[config.mk]
export PLATFORM = sky130hd
export DESIGN_NAME = fpmul_control_unit
export DESIGN_NICKNAME = d
export VERILOG_FILES = /design/src/rtl/fpmul_pkg.sv /design/src/rtl/fpmul_operand_classify.sv /design/src/rtl/fpmul_control_unit.sv
export SDC_FILE = /design/constraint.sdc
export NUM_CORES = 1
export LEC_CHECK = 0
export BUFFER_PORTS_ARGS = -buffer_cell sky130_fd_sc_hd__buf_2
export CAP_MARGIN = 20
export CORE_ASPECT_RATIO = 1.1
export CORE_UTILIZATION = 35
export CTS_CLUSTER_DIAMETER = 40
export DETAILED_ROUTE_END_ITERATION = 10
export PLACE_DENSITY = 0.67
export REMOVE_ABC_BUFFERS = 1
export SYNTH_ARGS = -nofsm -noshare
export SYNTH_HDL_FRONTEND = slang
export SYNTH_SLANG_ARGS = --single-unit
[constraint.sdc]
create_clock -name clk -period 2.34 [get_ports clk]
set_input_delay 0.117 -clock clk [delete_from_list [all_inputs] [get_ports clk]]
set_output_delay 0.117 -clock clk [all_outputs]
set_load 0.02 [all_outputs]
[src/rtl/fpmul_pkg.sv]
// Shared definitions for the single-precision multiplier controller.
// FPMUL_SPECIAL_CASE_EN adds the SPECIAL state used by the operand bypass.
package fpmul_pkg;

  localparam int SIGN_W = 1;
  localparam int EXP_W  = 8;
  localparam int FRAC_W = 23;
  localparam int WORD_W = SIGN_W + EXP_W + FRAC_W;

  localparam logic [EXP_W-1:0]  EXP_MAX = 8'hFF;
  localparam logic [WORD_W-1:0] QNAN    = 32'h7FC0_0000;
  localparam logic [WORD_W-2:0] INF_MAG = 31'h7F80_0000;

  typedef enum logic [2:0] {
    IDLE,
    LOAD,
    MULT,
    NORM,
    ROUND,
    DONE
`ifdef FPMUL_SPECIAL_CASE_EN
    , SPECIAL
`endif
  } state_t;

  // Which bypass value to return for a special operand pair.
  typedef enum logic [1:0] {
    BYP_NONE,
    BYP_QNAN,
    BYP_INF,
    BYP_ZERO
  } bypass_t;

endpackage

[src/rtl/fpmul_operand_classify.sv]
// Flags an IEEE-754 single operand as zero (denormals flushed), infinity or NaN.
// Present only when FPMUL_SPECIAL_CASE_EN is defined.
`ifdef FPMUL_SPECIAL_CASE_EN
module fpmul_operand_classify
  import fpmul_pkg::*;
(
  input  logic [WORD_W-1:0] operand,
  output logic              is_zero,
  output logic              is_inf,
  output logic              is_nan
);

  logic [EXP_W-1:0]  exp_field;
  logic [FRAC_W-1:0] frac_field;
  logic              unused_sign;

  assign exp_field   = operand[WORD_W-2:FRAC_W];
  assign frac_field  = operand[FRAC_W-1:0];
  assign unused_sign = operand[WORD_W-1];

  assign is_zero = (exp_field == '0);
  assign is_inf  = (exp_field == EXP_MAX) && (frac_field == '0);
  assign is_nan  = (exp_field == EXP_MAX) && (frac_field != '0);

endmodule
`endif

[src/rtl/fpmul_control_unit.sv]
// Start/busy/done sequencer driving the fp multiplier datapath through LOAD-MULT-NORM-ROUND.
// FPMUL_SPECIAL_CASE_EN enables the zero/inf/NaN bypass through the SPECIAL state.
module fpmul_control_unit
  import fpmul_pkg::*;
(
  input  logic              clk,
  input  logic              reset_n,
  input  logic              start,
  input  logic [WORD_W-1:0] op_a,
  input  logic [WORD_W-1:0] op_b,
  output logic              busy,
  output logic              done,
  output logic [WORD_W-1:0] result,
  output logic              overflow,
  output logic [WORD_W-1:0] dp_A,
  output logic [WORD_W-1:0] dp_B,
  output logic              dp_mux_en_reg,
  output logic              dp_enable_reg,
  output logic              dp_inc_shift_en,
  output logic              dp_mux_en_rounding,
  output logic              dp_enable_rounding,
  output logic              dp_no_start,
  input  logic              dp_MLB_significand_mult,
  input  logic              dp_MLB_exp_inc,
  input  logic              dp_overflow_flag,
  input  logic [WORD_W-1:0] dp_result
);

  state_t state, next_state;
  logic   norm_q;
  logic   exp_q;

`ifdef FPMUL_SPECIAL_CASE_EN
  logic        a_zero, a_inf, a_nan;
  logic        b_zero, b_inf, b_nan;
  logic        sign;
  bypass_t     bypass_sel, bypass_q;
  logic [WORD_W-1:0] bypass_value;

  fpmul_operand_classify u_classify_a (
    .operand (op_a),
    .is_zero (a_zero),
    .is_inf  (a_inf),
    .is_nan  (a_nan)
  );

  fpmul_operand_classify u_classify_b (
    .operand (op_b),
    .is_zero (b_zero),
    .is_inf  (b_inf),
    .is_nan  (b_nan)
  );

  // NaN and inf*zero dominate; then infinity; then a (flushed) zero.
  always_comb begin
    bypass_sel = BYP_NONE;
    if (a_nan || b_nan || (a_inf && b_zero) || (a_zero && b_inf))
      bypass_sel = BYP_QNAN;
    else if (a_inf || b_inf)
      bypass_sel = BYP_INF;
    else if (a_zero || b_zero)
      bypass_sel = BYP_ZERO;
  end

  assign sign = dp_A[WORD_W-1] ^ dp_B[WORD_W-1];

  always_comb begin
    bypass_value = '0;
    case (bypass_q)
      BYP_QNAN: bypass_value = QNAN;
      BYP_INF:  bypass_value = {sign, INF_MAG};
      BYP_ZERO: bypass_value = {sign, {(WORD_W-1){1'b0}}};
      default:  bypass_value = '0;
    endcase
  end
`endif

  always_ff @(posedge clk or negedge reset_n) begin
    if (!reset_n) begin
      state    <= IDLE;
      busy     <= 1'b0;
      done     <= 1'b0;
      result   <= '0;
      overflow <= 1'b0;
      dp_A     <= '0;
      dp_B     <= '0;
      norm_q   <= 1'b0;
      exp_q    <= 1'b0;
`ifdef FPMUL_SPECIAL_CASE_EN
      bypass_q <= BYP_NONE;
`endif
    end else begin
      state <= next_state;
      // done is registered so it lines up with the freshly registered result.
      done  <= (state == DONE);
      case (state)
        IDLE: begin
          if (start) begin
            dp_A   <= op_a;
            dp_B   <= op_b;
            norm_q <= 1'b0;
            exp_q  <= 1'b0;
            busy   <= 1'b1;
`ifdef FPMUL_SPECIAL_CASE_EN
            bypass_q <= bypass_sel;
`endif
          end
        end
        MULT: norm_q <= dp_MLB_significand_mult;
        NORM: exp_q  <= dp_MLB_exp_inc;
        DONE: begin
          busy <= 1'b0;
`ifdef FPMUL_SPECIAL_CASE_EN
          if (bypass_q != BYP_NONE) begin
            result   <= bypass_value;
            overflow <= 1'b0;
          end else begin
            result   <= dp_result;
            overflow <= dp_overflow_flag | exp_q;
          end
`else
          result   <= dp_result;
          overflow <= dp_overflow_flag | exp_q;
`endif
        end
        default: ;
      endcase
    end
  end

  always_comb begin
    next_state         = state;
    dp_no_start        = 1'b1;
    dp_mux_en_rounding = 1'b1;
    dp_mux_en_reg      = 1'b0;
    dp_enable_reg      = 1'b0;
    dp_inc_shift_en    = 1'b0;
    dp_enable_rounding = 1'b0;
    case (state)
      IDLE: begin
        if (start) begin
`ifdef FPMUL_SPECIAL_CASE_EN
          next_state = (bypass_sel != BYP_NONE) ? SPECIAL : LOAD;
`else
          next_state = LOAD;
`endif
        end
      end
      LOAD: begin
        dp_enable_reg = 1'b1;
        next_state    = MULT;
      end
      MULT: begin
        dp_enable_reg = 1'b1;
        dp_mux_en_reg = 1'b1;
        next_state    = NORM;
      end
      NORM: begin
        dp_inc_shift_en = norm_q;
        next_state      = ROUND;
      end
      ROUND: begin
        dp_inc_shift_en    = norm_q;
        dp_enable_rounding = 1'b1;
        dp_no_start        = 1'b0;
        dp_mux_en_rounding = 1'b0;
        next_state         = DONE;
      end
      DONE: next_state = IDLE;
`ifdef FPMUL_SPECIAL_CASE_EN
      SPECIAL: next_state = DONE;
`endif
      default: next_state = IDLE;
    endcase
  end

endmodule

---- Word-level counts from Yosys, hierarchy flattened ----
Cells that the tools add are included.
storage, ports and cells
  flip-flop bits (word level) ............. 104
  input port bits ......................... 102
  output and inout port bits .............. 105
cells by class
  equal/unequal tests ..................... 6
  multiplexer cells ....................... 12
  bitwise logic cells ..................... 1
  reductions and logical operators ........ 10
operators by type and width
  operator                                                          count
  3-bit case mux with 5 select lines                                1
  2-bit AND reduction                                               4
  1-bit two-way mux                                                 7
  3-bit by 2-bit == test with 1-bit output (second input constant)  2
  3-bit == test (second input constant)                             2
  1-bit case mux with 2 select lines                                3
  2-bit nonzero test                                                3
  2-bit OR reduction                                                2
  3-bit by 1-bit == test with 1-bit output (second input constant)  1
  3-bit logical NOT                                                 1
  3-bit two-way mux                                                 1
  2-bit inequality test (second input constant)                     1
  1-bit bitwise OR                                                  1

---- Longest topological paths before layout ----
Gate-level depths: netlist (run 1).
  depth in word-level cells ............... 3
  gate-level depth with buffers ........... 5

---- Worst setup path before layout (run 1) ----
OpenSTA, ideal clock, no wires.
  kind .................................... reg-to-output
  start point ............................. reg state[0]
  end point ............................... out dp_no_start
  data arrival time ....................... 1792 ps
  data required time ...................... 2223 ps
  setup slack ............................. 431 ps
  cell stages (with the launch flop) ...... 5
  path buffers ............................ 2
  cell sequence ........................... dfrtp_1 buf_2 nor3b_1 inv_1 buf_4
between the ends
  longest elaborated chain between the ends .. 2
RTL lines
  what                      line                      source
  start: declaration        fpmul_control_unit.sv:29  state_t state, next_state;
  start signal: assignment  fpmul_control_unit.sv:93  state <= next_state;
  3-bit == test             --
  1-bit two-way mux         --
  end: declaration          fpmul_control_unit.sv:22  output logic dp_no_start,
No other way between the ends.

---- Worst setup path after layout (run 1) ----
  start point ............................. reg state[1]
  end point ............................... reg dp_A[14]
between the ends
  longest elaborated chain between the ends .. 2
RTL lines
  what                           line                      source
  3-bit logical NOT              fpmul_control_unit.sv:96  case (state)
  2-bit AND reduction (no line)  --
  end signal: assignment         fpmul_control_unit.sv:99  dp_A <= op_a;
  end: declaration               fpmul_control_unit.sv:15  output logic [WORD_W-1:0] dp_A,
No other way between the ends.
A chain may end at the register's enable or synchronous reset.

==> flow_metrics.tcl, run 1 <==
set metrics [dict create \
    p_seq_share_pct 36.3 \
    initial_utilization_pct 36.6 \
    p_sw_share_pct 36.7 \
    dp_slack_ns 0.395 \
    slew_headroom_pct 64.5 \
    syn-instance-count 242 \
    powerDensity_nw_per_um2 1520 \
    tns_ns 0 \
    hold_path.startpoint "dp_MLB_significand_mult" \
    grt_use_total_pct 14.7 \
    r2r-end "dp_A[14]" \
    clkLatencyLatePin_ns 0.33 \
    seq_area_frac_synth_pct 61.1 \
    pwr-share-comb_pct 46.5 \
    ys_ff_latch 104 \
    multiInputGateArea_sq_um 1480 \
    ctsHtreeMaxLevel 3 \
    synth_cell_type_count 25 \
    critPathMaxFanout 28 \
    drt-total-wl_um 9050 \
    synth_top_area_share_pct 61.1 \
    internal-power_uw 5650 \
    antenna_cells 0 \
    avgViaCountPerCell 4.43 \
    port_buffers 206 \
    num_rows 41 \
    r2r_slack_ns 0.38 \
    grt_max_degree 50 \
    switchingPower_uw 3280 \
    ys.warnings.count 0 \
    cts_root_buf "clkbuf_16" \
    tightest_slew_ns 0.532 \
    post-dp-hpwl_um 6520 \
    clkSlewWorstSetupHoldPaths_ns 0.06 \
    grt_pass1_vias 2866 \
    drtPass1Iterations 3 \
    n_fill_cell 1027 \
    power_leakage_uw 0.00298 \
    hp-class "primary input to flip-flop" \
    cts_tree "built" \
    synthToLayoutAreaGrowth_pct 37.8 \
    clk_path_buf_depth 2 \
    final_cell_mix "buf_2 (205), dfrtp_1 (104), mux2_4 (60)" \
    post_drt_wl_per_cell_um 14.5 \
    antenna_found_initial 0 \
    rr_worst_depth 4 \
    critical_path_class "flip-flop to flip-flop" \
    syn_avg_cell_area_sq_um 17.6 \
    die_area_sq_um 12600 \
    hold_ws_ns 0.0147 \
    cts_buffers 9 \
    vias 2758 \
    hold_path_end "norm_q" \
    clock_skew_ns 0.00510 \
    fin_crit_ns 1.96 \
    clock-sinks 104 \
    pwr-share-clk_pct 17.2 \
    fmax_ghz 0.510 \
    syn-cell-area_sq_um 4260 \
    cp-start-kind "flip-flop" \
    status "finished clean" \
    coreArea_sq_um 11600 \
    endpoint_kind "flip-flop" \
    rsz0062_at_grt "no" \
    ios 207 \
    drv_slew 0 \
    drive_gt1_share_pct 68.3 \
    drtIter0Drc 92 \
    postRouteAntennaNets 0 \
    die_height_um 118 \
    finalSetupViolations 0 \
    grt_pass1_wl_um 14500 \
    timing.rr.start "state[1]" \
    holdPathStages 2 \
    die_width_um 107 \
    critical_path_required_ns 2.56 \
    ir_worst_vdd_uv 738 \
    crit_arrival_ns 2.18 \
    drc 0 \
    period_share_pct 83.8 \
    setup_ws_ns 0.378 \
    hold_violations 0 \
    seq_area_sq_um 2600 \
    globalplace.congestion 0.729 \
    overflow 0 \
    nNetsFinal 571 \
    maxCapViolations 0 \
    final_common_cell "buf_2" \
    yosys.area.top_type "dfrtp_1" \
    synth_area_leaders "dfrtp_1 (61%), mux2_4 (21%), mux2_2 (9.5%)" \
]
-- worst max path at each step --
stage          startpoint       end  slack (ns)  depth (start not counted)
4_1_cts          state[1]   dp_B[4]        0.39                          4
5_1_grt          state[2]  dp_A[14]        0.31                          4
3_3_place_gp     state[1]   dp_B[2]        0.45                          4
3_5_place_dp     state[1]   dp_A[4]        0.40                          4
2_1_floorplan    state[1]  dp_A[31]        0.03                          3
6_report         state[1]  dp_A[14]        0.38                          4
-- area by class of cell --
class | count | area share, %
sequential | 104 | 44.3
multi-input combinational | 121 | 25.1
timing repair buffer | 229 | 21.9
clock buffer | 12 | 4.03
tap | 150 | 3.20
clock inverter | 3 | 1.15
inverter | 4 | 0.256
-- flip-flops by register name (all words and copies together), names as in the netlist --
signal	count
state	3
dp_B	32
exp_q	1
busy	1
done	1
overflow	1
norm_q	1
dp_A	32
result	32
-- cell families after synthesis --
group           count (synthesis)  share of synthesized area [%]
flops                         104                           61.1
xor+xnor                        1                          0.206
buf+inv                        17                           4.26
simple gates                   15                           2.41
mux                            96                           30.7
compound gates                  9                           1.35
-- metrics by stage --
step / cell area [sq um] / cells / utilization, % / total power, uW
finish: 5870 / 623 / 50.4 / 8930
global route: 5870 / 623 / 50.4 / 9430
CTS: 5840 / 620 / 50.2 / 9040
detailed placement: 5400 / 591 / 46.3 / 7440
global placement: 5400 / 591 / 46.3 / 7330
floorplan: 4090 / 229 / - / 6030
-- metal layers --
| layer | vias to the layer above | global-route usage [%] | part of all wire [%] |
|---|---|---|---|
| met3 | 10 | 2.93 | 6.3 |
| met5 | - | 0 | 0 |
| li1 | 1291 | - | - |
| met2 | 113 | 25.1 | 50 |
| met4 | 0 | 6.16 | 1.4 |
| met1 | 1344 | 18.0 | 42 |
-- worst max-delay path: stages, from the launching register on --
cell and delay, ns:
dfrtp_1 0.47, or3b_4 0.47, nor2_8 0.27, buf_12 0.27, mux2_4 0.33
-- synthesized netlist by cell type --
| master | count |
|---|---|
| buf_4 | 2 |
| and2_1 | 2 |
| nor3b_1 | 1 |
| nor2_8 | 1 |
| buf_12 | 6 |
| buf_2 | 4 |
| nand2_1 | 1 |
| buf_6 | 1 |
| nor2b_1 | 1 |
| nand2b_1 | 1 |
| mux2_4 | 60 |
| a21oi_1 | 1 |
| a22o_1 | 1 |
| nor2_1 | 5 |
| xnor2_1 | 1 |
| a211oi_1 | 1 |
| inv_1 | 4 |
| o21ai_0 | 4 |
| mux2_2 | 36 |
| a21o_1 | 1 |
| dfrtp_1 | 104 |
| nand3b_2 | 1 |
| or3b_4 | 1 |
| nor3_1 | 1 |
| a311oi_1 | 1 |
-- power by group through the flow --
stage                     registers [uW]  clock network, uW  logic [uW]
final                               3240               1540        4150
after global placement              3230                  0        4100
after global routing                3370               1670        4380
after detailed placement            3260                  0        4180
after floorplan                     4310                  0        1710
after CTS                           3250               1590        4200
-- what timing repair did --
item                                   4_1_cts  5_1_grt
resized for setup                            0        0
endpoints found under the hold margin       51        3
hold buffers                                14        3
buffers inserted                             0        0
Power figures use the tool's default switching activity.
==> run 2: changes to the inputs <==
Settings changed: ABC_AREA from default to 1, PLACE_DENSITY 0.67 to 0.69.
Clock period 2.34 ns to 1.8 ns, I/O delays scaled along.
==> run 2 against run 1 <==
Net effect:
- clock skew increased by 0.0028 ns
- critical endpoint is now dp_inc_shift_en
- global-route usage increased by 2.6 points
- first-iteration DRC count grew 70%
==> flow_metrics.tcl, run 2 <==
set metrics [dict create \
    pwr-share-clk_pct 21.0 \
    initial_utilization_pct 36.3 \
    tightest_slew_ns 0.528 \
    ys.warnings.count 0 \
    grt_pass1_vias 3721 \
    drtPass1Iterations 5 \
    synth_most_common_cell "nand2_1" \
    p_seq_share_pct 36.5 \
    cts_root_buf "clkbuf_16" \
    hold_violations 0 \
    ctsHoldBuffers 84 \
    final_cells 883 \
    multiInputGateArea_sq_um 1170 \
    fmax_ghz 0.639 \
    fin_area_sq_um 6540 \
    holdPathStages 3 \
    post-dp-hpwl_um 7040 \
    vias 3838 \
    ys_ff_latch 104 \
    maxCapViolations 0 \
    critical_path_required_ns 1.71 \
    die_width_um 107 \
    final_common_cell "buf_2" \
    antenna_cells 0 \
    clock_skew_ns 0.00789 \
    final_cell_mix "buf_2 (205), nand2_1 (171), dfrtp_1 (104)" \
    cts_setup_buffers 0 \
    pwr-share-comb_pct 42.5 \
    num_rows 41 \
    cts_buffers 9 \
    syn-instance-count 445 \
    hold_ws_ns 0.0100 \
    clk_path_buf_depth 2 \
    overflow 0 \
    clkLatencyLatePin_ns 0.34 \
    avgViaCountPerCell 4.35 \
    cts-resized-gates 0 \
    switchingPower_uw 4540 \
    synthToLayoutAreaGrowth_pct 55.4 \
    async_reset_ff_share_pct 100 \
    tns_ns 0 \
    globalplace.congestion 0.738 \
    nNetsFinal 831 \
    internal-power_uw 6670 \
    reg_top3 "dp_A (32), dp_B (32), result (32)" \
    slowest_stage "dfrtp_1" \
    drt-total-wl_um 10800 \
    cp-start-kind "flip-flop" \
    path_delay_family "flip-flops" \
    drc 0 \
    crit_arrival_ns 1.47 \
    synth_top_area_share_pct 61.8 \
    power_leakage_uw 0.00372 \
    synth_edf_count 0 \
    ctsHtreeMaxLevel 3 \
    worst-path-buf-inv 1 \
    critical_path.cell_chain "nor2_4 -> nand2_1 -> a21boi_0 -> buf_2" \
    seq_area_frac_synth_pct 61.8 \
    synthFlopType "dfrtp_1" \
    coreArea_sq_um 11600 \
    drv_slew 0 \
    n_fill_cell 984 \
    syn-cell-area_sq_um 4210 \
    die_area_sq_um 12500 \
    critical_path_class "flip-flop to output port" \
    yosys.area.top_type "dfrtp_1" \
    port_buffers 206 \
    finalSetupViolations 0 \
    grt_pass1_wl_um 16900 \
    clkSlewWorstSetupHoldPaths_ns 0.06 \
    period_share_pct 86.9 \
    crit_cells 4 \
    hp-class "primary input to flip-flop" \
    critPathMaxFanout 7 \
    place_inst 784 \
    clock-sinks 104 \
    slew_headroom_pct 64.7 \
    status "finished clean" \
    slowest_delay_ns 0.47 \
    syn_avg_cell_area_sq_um 9.46 \
    grt_use_total_pct 17.3 \
    p_sw_share_pct 40.5 \
    grt_max_degree 70 \
    die_height_um 117 \
    post_drt_wl_per_cell_um 12.3 \
    drtIter0Drc 156 \
    postRouteAntennaNets 0 \
    placed_area_sq_um 5340 \
    synth_area_leaders "dfrtp_1 (62%), nand2_1 (15%), o21ai_2 (6.2%)" \
    synth_cell_type_count 19 \
    fin_crit_ns 1.56 \
    ios 207 \
    rsz0062_at_grt "no" \
    drive_gt1_share_pct 35.6 \
    cts_tree "built" \
    antenna_found_initial 0 \
    endpoint_kind "output port" \
    powerDensity_nw_per_um2 1710 \
    yosys-top-cells-count "nand2_1 (171), dfrtp_1 (104), inv_1 (68), o21ai_2 (30), o21ai_0 (26)" \
    seq_area_sq_um 2600 \
    ir_worst_vdd_uv 798 \
    rr_worst_depth 5 \
]
-- run 2: changes by cell type after synthesis, sizes merged, moves of 4 or more --
cell   change
nand2    +170
inv       +66
nor2       -4
mux2      -96
nand3      +6
o21ai     +62
buf        +7
-- run 2: cell type report --
class                      count  area share (%)
tap                          150            2.87
sequential                   104            39.8
clock buffer                  10            3.65
inverter                      70            4.02
timing repair buffer         295            29.8
clock inverter                 5            1.97
multi-input combinational    249            17.9
-- run 2: final timing paths --
check	slack, ns	start	endpoint
worst max-delay path	0.24	state[0]	dp_inc_shift_en
worst min-delay path	0.01	op_a[17]	dp_A[17]
worst max register to register	0.38	state[0]	dp_B[3]
worst min register to register	0.48	result[13]	result[13]
max in group asynchronous	0.94	reset_n	dp_A[1]
min in group asynchronous	0.21	reset_n	result[13]
-- run 2: layer usage --
metal	GRT usage [%]	up-vias	part of all wire, %
met5	0	-	0
met2	30.0	156	49
met4	9.77	0	2.6
met3	3.88	25	6.5
li1	-	1901	-
met1	20.0	1756	42
-- run 2: tightest hold or removal path: stages --
cell and delay [ns]:
buf_2 0.10, inv_1 0.06, o21ai_2 0.06
-- run 2: cell families (layout without fill, tap and decap cells) --
| family | count (synthesis) | in the layout | share of synthesized area, % |
|---|---|---|---|
| AND/OR/NAND/NOR | 181 | 181 | 16.9 |
| AO/OA/AOI/OAI | 68 | 68 | 10.8 |
| flip-flops | 104 | 104 | 61.8 |
| buffers and inverters | 92 | 380 | 10.5 |
-- run 2: power groups by stage --
stage                     clock [uW]  combinational (uW)  sequential, uW
after global routing            2500                5240            4220
final                           2360                4760            4090
after floorplan                    0                1600            5380
after detailed placement           0                4650            4110
after global placement             0                4530            4060
after CTS                       2420                4780            4090
-- run 2: through the flow --
| step | total power [uW] | setup slack [ns] | util [%] |
|---|---|---|---|
| after floorplan | 6980 | -0.920 | - |
| after global placement | 8590 | 0.407 | 46.0 |
| after detailed placement | 8760 | 0.367 | 46.0 |
| after CTS | 11300 | 0.213 | 56.4 |
| after global routing | 12000 | 0.149 | 56.4 |
| final | 11200 | 0.236 | 56.4 |
==> run 3: changes to the inputs <==
Settings changed: CTS_CLUSTER_SIZE from default to 10, HOLD_SLACK_MARGIN from default to 0.08.
==> run 3 against run 2 <==
Net effect:
- sequential share of layout area down 1.0 points
- clock skew is essentially flat
- worst setup slack better by 0.0060 ns
- design area grew 2.6%
- clock-buffer cell count did not move
- worst hold slack better by 0.20 ns
- clock power is essentially flat
- largest cell class unchanged
==> flow_metrics.tcl, run 3 (same netlist as run 2, synthesis figures left out) <==
set metrics [dict create \
    place_inst 784 \
    drv_slew 0 \
    cts_tree "built" \
    worst-path-buf-inv 1 \
    die_height_um 117 \
    slew_headroom_pct 65.4 \
    grt_pass1_vias 3867 \
    endpoint_kind "output port" \
    fin_area_sq_um 6710 \
    period_share_pct 86.6 \
    slowest_stage "dfrtp_1" \
    die_area_sq_um 12500 \
    path_delay_family "flip-flops" \
    synthToLayoutAreaGrowth_pct 59.5 \
    post-dp-hpwl_um 7040 \
    wl_met3_um 748 \
    postRouteAntennaNets 0 \
    critical_path.cell_chain "nor2_4 -> nand2_1 -> a21boi_0 -> buf_2" \
    r2r-end "dp_A[28]" \
    routed-wl-met2_um 5570 \
    post_drt_wl_per_cell_um 12.6 \
    ios 207 \
    grt_use_total_pct 18.3 \
    power_leakage_uw 0.00379 \
    hp-class "primary input to async pin" \
    final_cell_mix "buf_2 (205), nand2_1 (171), dfrtp_1 (104)" \
    final_cells 900 \
    critical_path_required_ns 1.71 \
    powerDensity_nw_per_um2 1680 \
    wl_met1_um 4660 \
    drc 0 \
    rr_worst_depth 5 \
    critical_path_class "flip-flop to output port" \
    slowest_delay_ns 0.47 \
    drtIter0Drc 201 \
    cts_root_buf "clkbuf_16" \
    tns_ns 0 \
    avgViaCountPerCell 4.38 \
    cts_buffers 9 \
    hold_violations 0 \
    timing.rr.start "state[0]" \
    ctsHtreeMaxLevel 3 \
    top_layer "met4" \
    hold_ws_ns 0.212 \
    cts_setup_buffers 0 \
    initial_utilization_pct 36.3 \
    cp-start-kind "flip-flop" \
    drtPass1Iterations 6 \
    maxCapViolations 0 \
    clock-sinks 104 \
    drive_gt1_share_pct 34.8 \
    antenna_cells 0 \
    drt-total-wl_um 11300 \
    crit_arrival_ns 1.47 \
    vias 3940 \
    num_rows 41 \
    clkSlewWorstSetupHoldPaths_ns 0.07 \
    coreArea_sq_um 11600 \
    fin_crit_ns 1.56 \
    final_common_cell "buf_2" \
    clock_skew_ns 0.00766 \
    antenna_found_initial 0 \
    die_width_um 107 \
    port_buffers 206 \
    overflow 0 \
    placed_area_sq_um 5340 \
    grt_pass1_wl_um 17700 \
    clk_path_buf_depth 2 \
    ir_worst_vdd_uv 714 \
    status "finished clean" \
    r2r_slack_ns 0.38 \
    grt_max_degree 70 \
    rsz0062_at_grt "no" \
    reg_top3 "dp_A (32), dp_B (32), result (32)" \
    fmax_ghz 0.642 \
    globalplace.congestion 0.738 \
    finalSetupViolations 0 \
    nNetsFinal 848 \
    tightest_slew_ns 0.518 \
    clkLatencyLatePin_ns 0.34 \
    critPathMaxFanout 7 \
]
-- run 3: changes by cell type in the layout (fill, tap and decap cells not counted), sizes merged --
cell | previous run | this run
dlygate4sd3 | 84 | 101
-- run 3: metal layers --
layer | vias up | track usage, %
met5 | - | 0
met4 | 0 | 10.6
li1 | 1936 | -
met3 | 32 | 3.88
met1 | 1793 | 21.0
met2 | 179 | 31.8
-- run 3: report_power, final --
group / switching (uW) / internal, uW
registers: 636 / 3450
logic: 3100 / 1710
clock network: 826 / 1530
total: 4560 / 6690
-- run 3: cell type report --
class | count | area (sq um)
flip-flops and latches | 104 | 2600
repair buffers | 312 | 2120
clock inverters | 5 | 129
inverters | 70 | 263
clock buffers | 10 | 239
well taps | 150 | 188
multi-input cells | 249 | 1170
fillers | 964 | 4880
-- run 3: worst reg2reg max path, cell delays in order (launching register included) --
cell     delay, ns
dfrtp_1       0.47
nor2_4        0.18
nand3_4       0.20
buf_12        0.27
nand2_1       0.12
o21ai_0       0.07
-- run 3: metrics by stage --
step	utilization, %	setup slack (ns)	total power (uW)
after floorplan	-	-0.920	6980
after global placement	46.0	0.407	8590
after detailed placement	46.0	0.367	8760
after CTS	57.9	0.213	11300
after global routing	57.9	0.153	12000
final	57.9	0.242	11300
-- run 3: worst max path at each step --
stage                                 end     start  cells past startpoint
final                     dp_inc_shift_en  state[0]                      4
after global routing      dp_inc_shift_en  state[0]                      4
after CTS                 dp_inc_shift_en  state[0]                      4
after detailed placement         dp_B[10]  state[0]                      5
after global placement           dp_A[28]  state[0]                      5
after floorplan                  dp_A[28]  state[0]                      3
-- run 3: repair_timing --
item,CTS,global route
gates resized for setup,0,0
hold buffers,101,0
endpoints found under the hold margin,180,0
